===== src/rtl/reset_seq_pkg.sv =====
// Shared types and constants for the reset sequencer.
//   state_t      : sequencer states
//   CAUSE_*      : encodings reported on rst_cause
//   COUNT_W/MAX  : rst_count width and saturation value
//   cnt_width()  : counter width able to hold 0..max_val (never below 1)
package reset_seq_pkg;

  typedef enum logic [1:0] {
    POR_WAIT = 2'd0,
    ASSERT   = 2'd1,
    RELEASE  = 2'd2,
    RUN      = 2'd3
  } state_t;

  localparam logic [1:0] CAUSE_POR = 2'b00;
  localparam logic [1:0] CAUSE_REQ = 2'b01;
  localparam logic [1:0] CAUSE_PER = 2'b10;

  localparam int unsigned COUNT_W = 8;
  localparam logic [COUNT_W-1:0] COUNT_MAX = '1;

  function automatic int unsigned cnt_width(input int unsigned max_val);
    int unsigned w;
    w = $clog2(max_val + 1);
    return (w == 0) ? 1 : w;
  endfunction

endpackage


===== src/rtl/reset_seq_if.sv =====
// Request/status bundle between the reset sequencer and the rest of the chip.
//   sw_rst_req  : asynchronous reset request (button/software)
//   periodic_en : enables the periodic reset timer
//   rst_out_n   : per-subsystem active-low resets
//   rst_done    : all resets released
//   rst_cause   : cause of the last sequence
//   rst_count   : triggered resets since rst_n, saturating
// slave = the sequencer, master = the block driving requests and reading status.
interface reset_seq_if #(
  parameter int unsigned N_OUT = 4
);
  import reset_seq_pkg::*;

  logic                  sw_rst_req;
  logic                  periodic_en;
  logic [N_OUT-1:0]      rst_out_n;
  logic                  rst_done;
  logic [1:0]            rst_cause;
  logic [COUNT_W-1:0]    rst_count;

  modport master (
    output sw_rst_req, periodic_en,
    input  rst_out_n, rst_done, rst_cause, rst_count
  );

  modport slave (
    input  sw_rst_req, periodic_en,
    output rst_out_n, rst_done, rst_cause, rst_count
  );

endinterface


===== src/rtl/reset_req_filter.sv =====
// Synchronizes sw_rst_req and turns each sufficiently long press into a
// single one-cycle trig_req pulse.
//   clk_100    : system clock
//   rst_n      : asynchronous active-low reset
//   sw_rst_req : raw asynchronous request
//   trig_req   : one-cycle pulse once REQ_HOLD synchronized-high cycles are seen
module reset_req_filter
  import reset_seq_pkg::*;
#(
  parameter int unsigned REQ_HOLD    = 100,
  parameter int unsigned SYNC_STAGES = 3
) (
  input  logic clk_100,
  input  logic rst_n,
  input  logic sw_rst_req,
  output logic trig_req
);

  localparam int unsigned HOLD_W = cnt_width(REQ_HOLD);

  logic [SYNC_STAGES-1:0] sync_q;
  logic [HOLD_W-1:0]      hold_q;
  logic                   req_s;

  assign req_s = sync_q[SYNC_STAGES-1];

  // Metastability synchronizer chain
  always_ff @(posedge clk_100 or negedge rst_n) begin
    if (!rst_n) sync_q <= '0;
    else        sync_q <= {sync_q[SYNC_STAGES-2:0], sw_rst_req};
  end

  // Hold counter parks at REQ_HOLD while the press lasts, so one press fires once
  always_ff @(posedge clk_100 or negedge rst_n) begin
    if (!rst_n) begin
      hold_q   <= '0;
      trig_req <= 1'b0;
    end else begin
      trig_req <= 1'b0;
      if (!req_s) begin
        hold_q <= '0;
      end else if (hold_q != HOLD_W'(REQ_HOLD)) begin
        hold_q   <= hold_q + HOLD_W'(1);
        trig_req <= (hold_q == HOLD_W'(REQ_HOLD - 1));
      end
    end
  end

endmodule


===== src/rtl/reset_seq.sv =====
// Reset sequencer: holds all reset outputs through a power-on delay, releases
// them one at a time STAGGER cycles apart, and re-runs the sequence on a
// filtered request or on the periodic timer.
//   clk_100 : system clock
//   rst_n   : asynchronous active-low reset (clears every flop)
//   bus     : reset_seq_if.slave (request inputs, reset outputs and status)
module reset_seq
  import reset_seq_pkg::*;
#(
  parameter int unsigned N_OUT         = 4,
  parameter int unsigned POR_CYCLES    = 10000,
  parameter int unsigned MIN_ASSERT    = 100,
  parameter int unsigned STAGGER       = 16,
  parameter int unsigned REQ_HOLD      = 100,
  parameter int unsigned SYNC_STAGES   = 3,
  parameter int unsigned PERIOD_CYCLES = 400000000
) (
  input  logic        clk_100,
  input  logic        rst_n,
  reset_seq_if.slave  bus
);

  localparam int unsigned HOLD_MAX  = (POR_CYCLES > MIN_ASSERT) ? POR_CYCLES : MIN_ASSERT;
  localparam int unsigned PHASE_MAX = ((HOLD_MAX > STAGGER) ? HOLD_MAX : STAGGER) - 1;
  localparam int unsigned PHASE_W   = cnt_width(PHASE_MAX);
  localparam int unsigned IDX_W     = cnt_width(N_OUT);
  localparam int unsigned PER_W     = cnt_width(PERIOD_CYCLES - 1);

  state_t             state_q, state_d;
  logic [PHASE_W-1:0] phase_q, phase_d;
  logic [IDX_W-1:0]   idx_q,   idx_d;
  logic [PER_W-1:0]   per_q,   per_d;
  logic [N_OUT-1:0]   out_q,   out_d;
  logic               done_q,  done_d;
  logic [1:0]         cause_q, cause_d;
  logic [COUNT_W-1:0] count_q, count_d;

  logic trig_req;
  logic trig_per_c;
  logic trig_c;

  reset_req_filter #(
    .REQ_HOLD    (REQ_HOLD),
    .SYNC_STAGES (SYNC_STAGES)
  ) u_req_filter (
    .clk_100    (clk_100),
    .rst_n      (rst_n),
    .sw_rst_req (bus.sw_rst_req),
    .trig_req   (trig_req)
  );

  // Triggers are only honoured once the outputs have started releasing
  assign trig_per_c = (state_q == RUN) && bus.periodic_en &&
                      (per_q == PER_W'(PERIOD_CYCLES - 1));
  assign trig_c     = ((state_q == RUN) || (state_q == RELEASE)) &&
                      (trig_req || trig_per_c);

  // Next-state and next-output logic
  always_comb begin
    state_d = state_q;
    phase_d = phase_q;
    idx_d   = idx_q;
    per_d   = '0;
    out_d   = out_q;
    done_d  = done_q;
    cause_d = cause_q;
    count_d = count_q;

    if (trig_c) begin
      state_d = ASSERT;
      phase_d = '0;
      idx_d   = '0;
      out_d   = '0;
      done_d  = 1'b0;
      cause_d = trig_req ? CAUSE_REQ : CAUSE_PER;
      if (count_q != COUNT_MAX) count_d = count_q + COUNT_W'(1);
    end else begin
      case (state_q)
        POR_WAIT: begin
          if (phase_q == PHASE_W'(POR_CYCLES - 1)) begin
            state_d = RELEASE;
            phase_d = '0;
          end else begin
            phase_d = phase_q + PHASE_W'(1);
          end
        end
        ASSERT: begin
          if (phase_q == PHASE_W'(MIN_ASSERT - 1)) begin
            state_d = RELEASE;
            phase_d = '0;
          end else begin
            phase_d = phase_q + PHASE_W'(1);
          end
        end
        RELEASE: begin
          // idx_q == N_OUT means the last bit went high last cycle
          if (idx_q == IDX_W'(N_OUT)) begin
            state_d = RUN;
            done_d  = 1'b1;
            phase_d = '0;
          end else if (phase_q == PHASE_W'(STAGGER - 1)) begin
            phase_d = '0;
            idx_d   = idx_q + IDX_W'(1);
            for (int k = 0; k < N_OUT; k++) begin
              if (idx_q == IDX_W'(k)) out_d[k] = 1'b1;
            end
          end else begin
            phase_d = phase_q + PHASE_W'(1);
          end
        end
        RUN: begin
          if (bus.periodic_en) per_d = per_q + PER_W'(1);
        end
        default: state_d = POR_WAIT;
      endcase
    end
  end

  // State and registered outputs
  always_ff @(posedge clk_100 or negedge rst_n) begin
    if (!rst_n) begin
      state_q <= POR_WAIT;
      phase_q <= '0;
      idx_q   <= '0;
      per_q   <= '0;
      out_q   <= '0;
      done_q  <= 1'b0;
      cause_q <= CAUSE_POR;
      count_q <= '0;
    end else begin
      state_q <= state_d;
      phase_q <= phase_d;
      idx_q   <= idx_d;
      per_q   <= per_d;
      out_q   <= out_d;
      done_q  <= done_d;
      cause_q <= cause_d;
      count_q <= count_d;
    end
  end

  assign bus.rst_out_n = out_q;
  assign bus.rst_done  = done_q;
  assign bus.rst_cause = cause_q;
  assign bus.rst_count = count_q;

endmodule


===== src/flat_wrapper.sv =====
// flat-port wrapper written by rule: the top's interface ports become plain ports
module reset_seq_flat import reset_seq_pkg::*;
#(
  parameter int unsigned N_OUT         = 4,
  parameter int unsigned POR_CYCLES    = 10000,
  parameter int unsigned MIN_ASSERT    = 100,
  parameter int unsigned STAGGER       = 16,
  parameter int unsigned REQ_HOLD      = 100,
  parameter int unsigned SYNC_STAGES   = 3,
  parameter int unsigned PERIOD_CYCLES = 400000000
)
  (clk_100, rst_n, bus_sw_rst_req, bus_periodic_en, bus_rst_out_n, bus_rst_done, bus_rst_cause, bus_rst_count);
  reset_seq_if #(.N_OUT(N_OUT)) bus_i ();
  input  logic clk_100;
  input  logic rst_n;
  input wire logic [$bits(bus_i.sw_rst_req)-1:0] bus_sw_rst_req;
  input wire logic [$bits(bus_i.periodic_en)-1:0] bus_periodic_en;
  output wire logic [$bits(bus_i.rst_out_n)-1:0] bus_rst_out_n;
  output wire logic [$bits(bus_i.rst_done)-1:0] bus_rst_done;
  output wire logic [$bits(bus_i.rst_cause)-1:0] bus_rst_cause;
  output wire logic [$bits(bus_i.rst_count)-1:0] bus_rst_count;
  assign bus_i.sw_rst_req = bus_sw_rst_req;
  assign bus_i.periodic_en = bus_periodic_en;
  assign bus_rst_out_n = bus_i.rst_out_n;
  assign bus_rst_done = bus_i.rst_done;
  assign bus_rst_cause = bus_i.rst_cause;
  assign bus_rst_count = bus_i.rst_count;
  reset_seq #(.N_OUT(N_OUT), .POR_CYCLES(POR_CYCLES), .MIN_ASSERT(MIN_ASSERT), .STAGGER(STAGGER), .REQ_HOLD(REQ_HOLD), .SYNC_STAGES(SYNC_STAGES), .PERIOD_CYCLES(PERIOD_CYCLES)) u_core (.clk_100(clk_100), .rst_n(rst_n), .bus(bus_i));
endmodule

===== config.mk =====
export PLATFORM = sky130hd
export DESIGN_NAME = reset_seq_flat
export DESIGN_NICKNAME = d
export VERILOG_FILES = /design/src/rtl/reset_seq_pkg.sv /design/src/rtl/reset_seq_if.sv /design/src/rtl/reset_req_filter.sv /design/src/rtl/reset_seq.sv /design/src/flat_wrapper.sv
export SDC_FILE = /design/constraint.sdc
export NUM_CORES = 1
export LEC_CHECK = 0
export CORE_MARGIN = 8
export CORE_UTILIZATION = 54
export DETAILED_ROUTE_END_ITERATION = 10
export HOLD_SLACK_MARGIN = 0.02
export PLACE_DENSITY = 0.72
export SYNTH_ARGS = -nofsm -noshare
export SYNTH_HDL_FRONTEND = slang
export SYNTH_SLANG_ARGS = --single-unit

===== constraint.sdc =====
create_clock -name clk_100 -period 4.45 [get_ports clk_100]
set_input_delay 0.89 -clock clk_100 [delete_from_list [all_inputs] [get_ports clk_100]]
set_output_delay 0.89 -clock clk_100 [all_outputs]
set_load 0.02 [all_outputs]

=== After elaboration in Yosys (flattened, before gate mapping) ===
Cells that the tools add are included.

* Register bits after elaboration: 74
* Logic and storage cells: 95
* Input port bits: 4

* Reductions and logical operators: 23
* Muxes and demuxes: 34
* Eq/ne operators: 19
* Add/sub/neg operators: 5

{| class="wikitable"
|+ Operator list
! operator !! number
|-
| $mux W29 || 3
|-
| $mux W14 || 5
|-
| $pmux W14 S3 || 1
|-
| $add A29 B1 Y29 const B || 1
|-
| $eq A29 B29 Y1 const B || 1
|-
| $reduce_and A4 Y1 || 5
|-
| $mux W4 || 4
|-
| $add A14 B1 Y14 const B || 1
|-
| $eq A14 B14 Y1 const B || 1
|-
| $eq A14 B4 Y1 const B || 1
|-
| $eq A14 B7 Y1 const B || 1
|-
| $mux W7 || 2
|-
| $reduce_bool A2 Y1 || 7
|-
| $mux W3 || 4
|-
| $mux W2 || 5
|-
| $mux W1 || 9
|-
| $add A8 B1 Y8 const B || 1
|-
| $ne A8 B8 Y1 const B || 1
|-
| $add A7 B1 Y7 const B || 1
|-
| $eq A7 B7 Y1 const B || 1
|-
| $ne A7 B7 Y1 const B || 1
|-
| $eq A3 B2 Y1 const B || 2
|-
| $ne A3 B1 Y1 const B || 2
|-
| $pmux W2 S3 || 1
|-
| other kinds (14) || 20
|}

=== Logic depth before layout (Yosys ltp) ===
Gate-level depths: netlist of run 1.

* Depth after elaboration: 7
* Mapped depth: 9

=== Cells and area by module ===
From an unflattened synthesis of run 1, not the netlist that was laid out.

* Cells, all modules: 374
* Area total of the unflattened synthesis: 3756.1 sq um

{| class="wikitable"
|+ By module, submodules not included
! module !! instances !! area each (sq um) !! cells an instance !! seq. area each (sq um)
|-
| reset_seq || 1 || 3274.4 || 330 || 1576.5
|-
| reset_req_filter || 1 || 481.7 || 44 || 275.3
|}

=== Worst setup path before layout of run 1 ===
OpenSTA, ideal clock, no wires.

* Path type: input -> register
* From: input port bus_periodic_en
* To: register u_core.count_q[1], in the netlist u_core.bus.rst_count[1]
* Path buffers: 0
* Arrival: 2184 ps
* Stages: 5
* Library setup time: 127 ps
* Setup slack: 2138 ps
* Data required time: 4323 ps
* Path through: nand4b_1 > nor4_1 > a31oi_2 > a311oi_4 > mux2_1

* Cells in the longest elaborated chain, start to end: 5

{| class="wikitable"
|+ Ends and longest elaborated chain
! element !! RTL line !! source
|-
| from (decl) || flat_wrapper.sv:17 || <nowiki>input wire logic [$bits(bus_i.periodic_en)-1:0] bus_periodic_en;</nowiki>
|-
| $logic_and A1 B1 Y1 (2 in series) || reset_seq.sv:53 || <nowiki>assign trig_per_c = (state_q == RUN) && bus.periodic_en &&</nowiki>
|-
| $logic_or A1 B1 Y1 || reset_seq.sv:56 || <nowiki>(trig_req || trig_per_c);</nowiki>
|-
| $logic_and A1 B1 Y1 || reset_seq.sv:55 || <nowiki>assign trig_c = ((state_q == RUN) || (state_q == RELEASE)) &&</nowiki>
|-
| $reduce_and A2 Y1 (no line) || - ||
|-
| to (signal assigned) || reset_seq.sv:138 || <nowiki>count_q <= count_d;</nowiki>
|-
| to (decl) || reset_seq.sv:36 || <nowiki>logic [COUNT_W-1:0] count_q, count_d;</nowiki>
|}

Every way passes these cells.
A chain may end at the register's enable or synchronous reset.

=== Worst setup path after layout of run 1 ===
* From: input port bus_periodic_en
* To: register u_core.phase_q[3]

* Cells in the longest elaborated chain, start to end: 5

{| class="wikitable"
|+ Ends and longest elaborated chain
! element !! RTL line !! source
|-
| $logic_and A1 B1 Y1 * (2 in series) || reset_seq.sv:53 ||
|-
| $logic_or A1 B1 Y1 * || reset_seq.sv:56 ||
|-
| $logic_and A1 B1 Y1 * || reset_seq.sv:55 ||
|-
| $reduce_bool A4 Y1 (no line) / $mux W14 (equally long branches) || - ||
|-
| to (signal assigned) || reset_seq.sv:132 || <nowiki>phase_q <= phase_d;</nowiki>
|-
| to (decl) || reset_seq.sv:30 || <nowiki>logic [PHASE_W-1:0] phase_q, phase_d;</nowiki>
|}

Every way passes the cells marked *; elsewhere a longest branch is shown, timed or not.

==> metrics.csv, run 1 <==
metric;value;unit
met3 Use GR;0.0391;
worst reg2reg startpoint;u_core.per_q[0];
worst-skew pair later-pin latency;0.35;ns
status;finished, final reports clean;
warnings from Yosys;0;
Final Hold Fails;0;
sequential share of the synthesized area;0.493;
GRT Total Usage;0.157;
Final Power;1.27;mW
Core ar.;6760;um2
Finished Cell Area;4210;um2
Max IR drop VDD;0.213;mV
area of the multi-input gates;1800;um2
H-tree Lvls;3;
Post-CTS Setup Bufs;0;
met2 Usage GRT;0.237;
clock tree buffer depth;2;
leakage power;1.77;nW
Root Driver;clkbuf_8;
first-pass iteration count of the detailed router;4;
worst-margin pin slew;1.11;ns
routed length per placed instance;15.1;um
Initial Util;0.556;
number of routed nets with antenna violations;0;
dpl cell area;3990;um2
global route hottest layer;met2;
via count;2732;
post-CTS sizing;0;
Critical Path Start;bus_periodic_en;
setup violators final;0;
Finished Layout Cells;481;
crit start category;input port;
share of layout cells above drive strength 1;0.0723;
library cells used by synthesis;52;
Antenna Cells;0;
total CTS buffers;9;
cells after synthesis;375;
asr flop ratio synth;1.00;
min cycle time layout;3.12;ns
Remaining Overflow, GRT;0;
vias in the first global route;2691;
gpl congestion;0.770;
post-DR vias/cell;5.68;
largest net degree at the start of global routing;75;
top_reg_cell synth;dfrtp_1;
depth of the worst register-to-register path;7;
Hold Path Class;reg2reg;
fmax;0.321;GHz
die span in y;99.4;um
Worst slew margin;0.258;
RR Endpoint;u_core.phase_q[3];
Synth Area per Inst;10.0;um2
WL final;7240;um
die area;9880;um2
Post-CTS Hold Buffers;0;
Max-cap violations;0;
FP Rows;30;
setup TNS;0;ns
Buffers on Ports;18;
first-pass GRT wire length;12600;um
Worst Path Required;4.68;ns
antenna violations before repair;0;
Power Density;301;nW/um2
crit end category;flip-flop;
hpwl dp;4870;um
clk_skew;0.0151;ns
Cell Area, Synth;3760;um2
CTS tree;done;
Max Slew Vio Count;0;
synthesized net count;393;
CP Max Fanout;12;
Worst EP arrival;3.35;ns
fin crit share;0.701;
NumNets Final;414;
Synth Register Bits;74;
RSZ-0062 raised after global routing;no;
Iter 0 DRT Violations;179;
placed cells;465;
post-layout util;0.624;
CTS Sinks;74;
Critical Path Sink;u_core.phase_q[3];
IO Pins;19;
Clock transition at path regs;0.08;ns
EDFF count, synth;0;
flop-to-flop setup slack;1.57;ns
M1 GR Usage;0.205;
FF+latch area;1850;um2
Die Wd;99.4;um
Layout area overhead;12.2;%
# fillers;550;
drt drc;0;
Setup CP Type;in2reg;
[critical path, cell delays in order]
cell and delay, ns:
clkdlybuf4s50_1 0.51, nand4b_1 0.11, nor4_1 0.35, a31oi_2 0.24, nor2_1 0.75, nor3_2 0.22, a22o_1 0.28
[Yosys cell counts (5+ instances only)]
master / count / area (um2)
or3_1: 8 / 50.1
nor2_1: 51 / 191
xor2_1: 16 / 140
a21o_1: 7 / 52.6
nand4_1: 8 / 50.1
inv_1: 16 / 60.1
ha_1: 14 / 175
a22o_1: 8 / 70.1
nand3_1: 26 / 130
xnor2_1: 19 / 166
nand2_1: 31 / 116
a21oi_1: 8 / 40.0
buf_2: 5 / 25.0
o21ai_0: 9 / 45.0
and3_1: 9 / 56.3
nor3_1: 9 / 45.0
dfrtp_1: 74 / 1850
[sequential cells by signal (all words and copies together) (netlist names)]
register / count
u_core.u_req_filter.hold_q: 7
u_core.idx_q: 3
u_core.bus.rst_cause: 2
u_core.u_req_filter.sync_q: 3
u_core.bus.rst_count: 8
u_core.u_req_filter.trig_req: 1
u_core.phase_q: 14
u_core.bus.rst_done: 1
u_core.bus.rst_out_n: 4
u_core.per_q: 29
u_core.state_q: 2
[routing by layer]
metal  share of wire  vias to the layer above
met2            0.46                       44
met4           0.014                        0
li1                -                     1356
met5               0                        -
met1            0.49                     1323
met3           0.042                        9
[worst min path at each step]
stage	from	slack [ns]	cells after the start	end
4_1_cts	u_core.u_req_filter.sync_q[0]	0.36	0	u_core.u_req_filter.sync_q[1]
2_1_floorplan	u_core.u_req_filter.sync_q[0]	0.33	0	u_core.u_req_filter.sync_q[1]
3_5_place_dp	u_core.u_req_filter.sync_q[0]	0.34	0	u_core.u_req_filter.sync_q[1]
3_3_place_gp	u_core.u_req_filter.sync_q[1]	0.33	0	u_core.u_req_filter.sync_q[2]
5_1_grt	u_core.u_req_filter.sync_q[0]	0.36	0	u_core.u_req_filter.sync_q[1]
6_report	u_core.u_req_filter.sync_q[0]	0.35	0	u_core.u_req_filter.sync_q[1]
[cells by family after synthesis]
kind of cell	synth area share
xor gates and xnor gates	0.0816
adders and majority gates	0.0466
and+or+nand+nor	0.228
buffers and inverters	0.0286
AOI/OAI and AO/OA	0.114
DFF	0.493
muxes	0.00833
[cells in the final DEF, fill, tap and decap left out, types with 4 or more instances in the layout]
cell,n
xor2_1,16
clkbuf_8,9
nand2_1,31
dfrtp_1,74
or3_1,8
inv_1,16
clkdlybuf4s50_1,17
nand3_1,26
and3_1,9
a21o_1,7
ha_1,14
o21ai_0,9
a22o_1,8
a21oi_1,8
and2_1,4
xnor2_1,19
nor2_1,51
nand4_1,8
nor3_1,9
[layout make-up]
class	instances	area share
Clock buffer	10	0.0303
Clock inverter	6	0.0217
Inverter	16	0.0143
Multi-Input combinational cell	276	0.426
Sequential cell	74	0.440
Tap cell	80	0.0238
Timing Repair Buffer	19	0.0440
[through the flow]
step | hold slack [ns] | setup slack, ns
after CTS | 0.359 | 1.35
final | 0.354 | 1.33
after floorplan | 0.331 | 2.14
after global routing | 0.362 | 1.18
after global placement | 0.332 | 1.10
after detailed placement | 0.341 | 0.988
[power breakdown]
part	switching [mW]	leakage, nW	internal (mW)
Sequential	0.00373	0.947	0.675
Clock	0.250	0.110	0.318
Combinational	0.0156	0.716	0.00554
(Power assumes the default switching activity.)
==> run 2, diff against run 1 <==
==> constraint.sdc (replaced) <==
create_clock -name clk_100 -period 3 [get_ports clk_100]
set_input_delay 0.6 -clock clk_100 [delete_from_list [all_inputs] [get_ports clk_100]]
set_output_delay 0.6 -clock clk_100 [all_outputs]
set_load 0.02 [all_outputs]
==> run 2 against run 1 <==
  * Sequential power up 49%
  * Via count up 0.55%
  * Global-route usage down 0.28 points
  * Final cell count up 0.83%
  * Sequential cell count unchanged
  * Clock power up 24%
  * Core utilization up 0.055 points
  * Wire length down 2.6%
  * Highest routed layer unchanged
  * Power up 38%
  * Largest cell class unchanged
  * Critical path depth unchanged
  * First-iteration DRC count down 46%
  * Die area unchanged
==> metrics.csv, run 2 (synthesis gave the netlist of run 1 again) <==
metric;value;unit;change
# fillers;568;;+3.3%
slowest cell delay on critical path;0.44;ns;-0.31 ns
Remaining Overflow, GRT;0;;unchanged
worst-margin pin slew;0.900;ns;-0.211 ns
total CTS buffers;9;;unchanged
first-pass iteration count of the detailed router;4;;unchanged
Core ar.;6760;um2;unchanged
via count;2747;;+0.55%
Max-cap violations;0;;unchanged
RSZ-0062 raised after global routing;no;;
die span in y;99.4;um;unchanged
setup violators final;0;;unchanged
Max IR drop VDD;0.318;mV;+49%
share of layout cells above drive strength 1;0.0815;;+0.00916
area of the multi-input gates;1800;um2;unchanged
vias in the first global route;2678;;-0.48%
hold path depth;0;;unchanged
worst-skew pair later-pin latency;0.35;ns;about the same
Root Driver;clkbuf_8;;
Worst slew margin;0.400;;+0.142
Levels on crit path;7;;unchanged
CP Max Fanout;12;;unchanged
CTS tree;done;;
first-pass GRT wire length;12300;um;-2.5%
IO Pins;19;;unchanged
status;finished, final reports clean;;
Initial Util;0.556;;unchanged
crit start category;flip-flop;;
CTS Sinks;74;;unchanged
fmax;0.392;GHz;
Setup CP Type;reg2reg;;
gpl congestion;0.794;;+3.2%
largest net degree at the start of global routing;75;;unchanged
FF+latch area;1850;um2;unchanged
hpwl dp;4950;um;+1.7%
clk_skew;0.0106;ns;-0.00443 ns
Crit path buffers/inverters;0;;-1
Final Hold Fails;0;;unchanged
fin crit share;0.850;;
number of routed nets with antenna violations;0;;unchanged
drt drc;0;;unchanged
GRT Total Usage;0.155;;-0.00282
antenna violations before repair;0;;unchanged
Post-CTS Setup Bufs;0;;unchanged
max reg flops;29;;unchanged
routed length per placed instance;14.5;um;-3.4%
Layout area overhead;12.3;%;about the same
Crit path max-delay family;compound AO/OA/AOI/OAI gates;;
H-tree Lvls;3;;unchanged
most common cell after layout, fill and taps aside;dfrtp_1;;
WHS;0.352;ns;-0.00194 ns
Worst EP arrival;2.77;ns;-0.58 ns
Hold Path Class;reg2reg;;
die area;9880;um2;unchanged
slowest cell on the critical path;a21oi_2;;
clock tree buffer depth;2;;unchanged
WL final;7050;um;-2.6%
depth of the worst register-to-register path;7;;unchanged
worst-path cell chain;ha_1 -> and4b_1 -> a41oi_1 -> a221oi_2 -> a21oi_2 -> nand2_1 -> o311ai_1;;
most frequent cells in the layout;dfrtp_1, nor2_1, nand2_1;;
leakage power;1.78;nW;+0.44%
post-CTS sizing;0;;unchanged
Worst Path Required;3.22;ns;-1.46 ns
Max Slew Vio Count;0;;unchanged
Iter 0 DRT Violations;97;;-46%
setup TNS;0;ns;unchanged
Die Wd;99.4;um;unchanged
FP Rows;30;;unchanged
Clock transition at path regs;0.08;ns;about the same
Antenna Cells;0;;unchanged
Post-CTS Hold Buffers;0;;unchanged
NumNets Final;418;;+0.97%
min cycle time layout;2.55;ns;
Buffers on Ports;18;;unchanged
Power Density;414;nW/um2;+37%
crit end category;flip-flop;;
most flop-heavy register;u_core.per_q;;
post-DR vias/cell;5.66;;-0.28%
run 2: path summary, 6_finish.rpt:
check | slack, ns | start | endpoint
max | 0.45 | u_core.phase_q[0] | u_core.phase_q[9]
min reg2reg | 0.35 | u_core.u_req_filter.sync_q[1] | u_core.u_req_filter.sync_q[2]
min in group asynchronous | 0.37 | rst_n | u_core.per_q[4]
max in group asynchronous | 2.04 | rst_n | u_core.phase_q[0]
min | 0.35 | u_core.u_req_filter.sync_q[1] | u_core.u_req_filter.sync_q[2]
max reg2reg | 0.45 | u_core.phase_q[0] | u_core.phase_q[9]
run 2: where the power goes:
group	total, mW	switching [mW]	internal [mW]
logic	0.0327	0.0240	0.00868
registers	1.01	0.00561	1.00
clock network	0.705	0.377	0.327
total	1.74	0.407	1.34
run 2: final cells by class:
cell class / instances / share of cell area
well taps: 80 / 0.0237
flip-flops and latches: 74 / 0.439
clock inverters: 5 / 0.00920
clock buffers: 11 / 0.0335
inverters: 16 / 0.0142
multi-input cells: 276 / 0.426
repair buffers: 23 / 0.0540
run 2: metal layers:
layer	GRT usage	part of all wire	vias to the layer above
met3	0.0531	0.046	10
li1	-	-	1357
met1	0.196	0.48	1327
met5	0	0	-
met4	0.0605	0.018	0
met2	0.237	0.45	53
run 2: through the flow:
step	cells	total power, mW	instance area [um2]	setup WS, ns	util
after floorplan	375	1.03	3760	0.931	-
after global placement	469	1.06	4040	0.319	0.597
after detailed placement	469	1.06	4040	0.280	0.597
after CTS	485	1.77	4220	0.451	0.624
after global routing	485	1.82	4220	0.248	0.624
final	485	1.74	4220	0.451	0.624
run 2: worst reg2reg max path, delay by kind of cell (launching register included):
kind | cells | cell delay (ns)
compound gates | 4 | 1.32
fa+ha+maj | 1 | 0.25
flops | 1 | 0.41
simple gates | 2 | 0.44
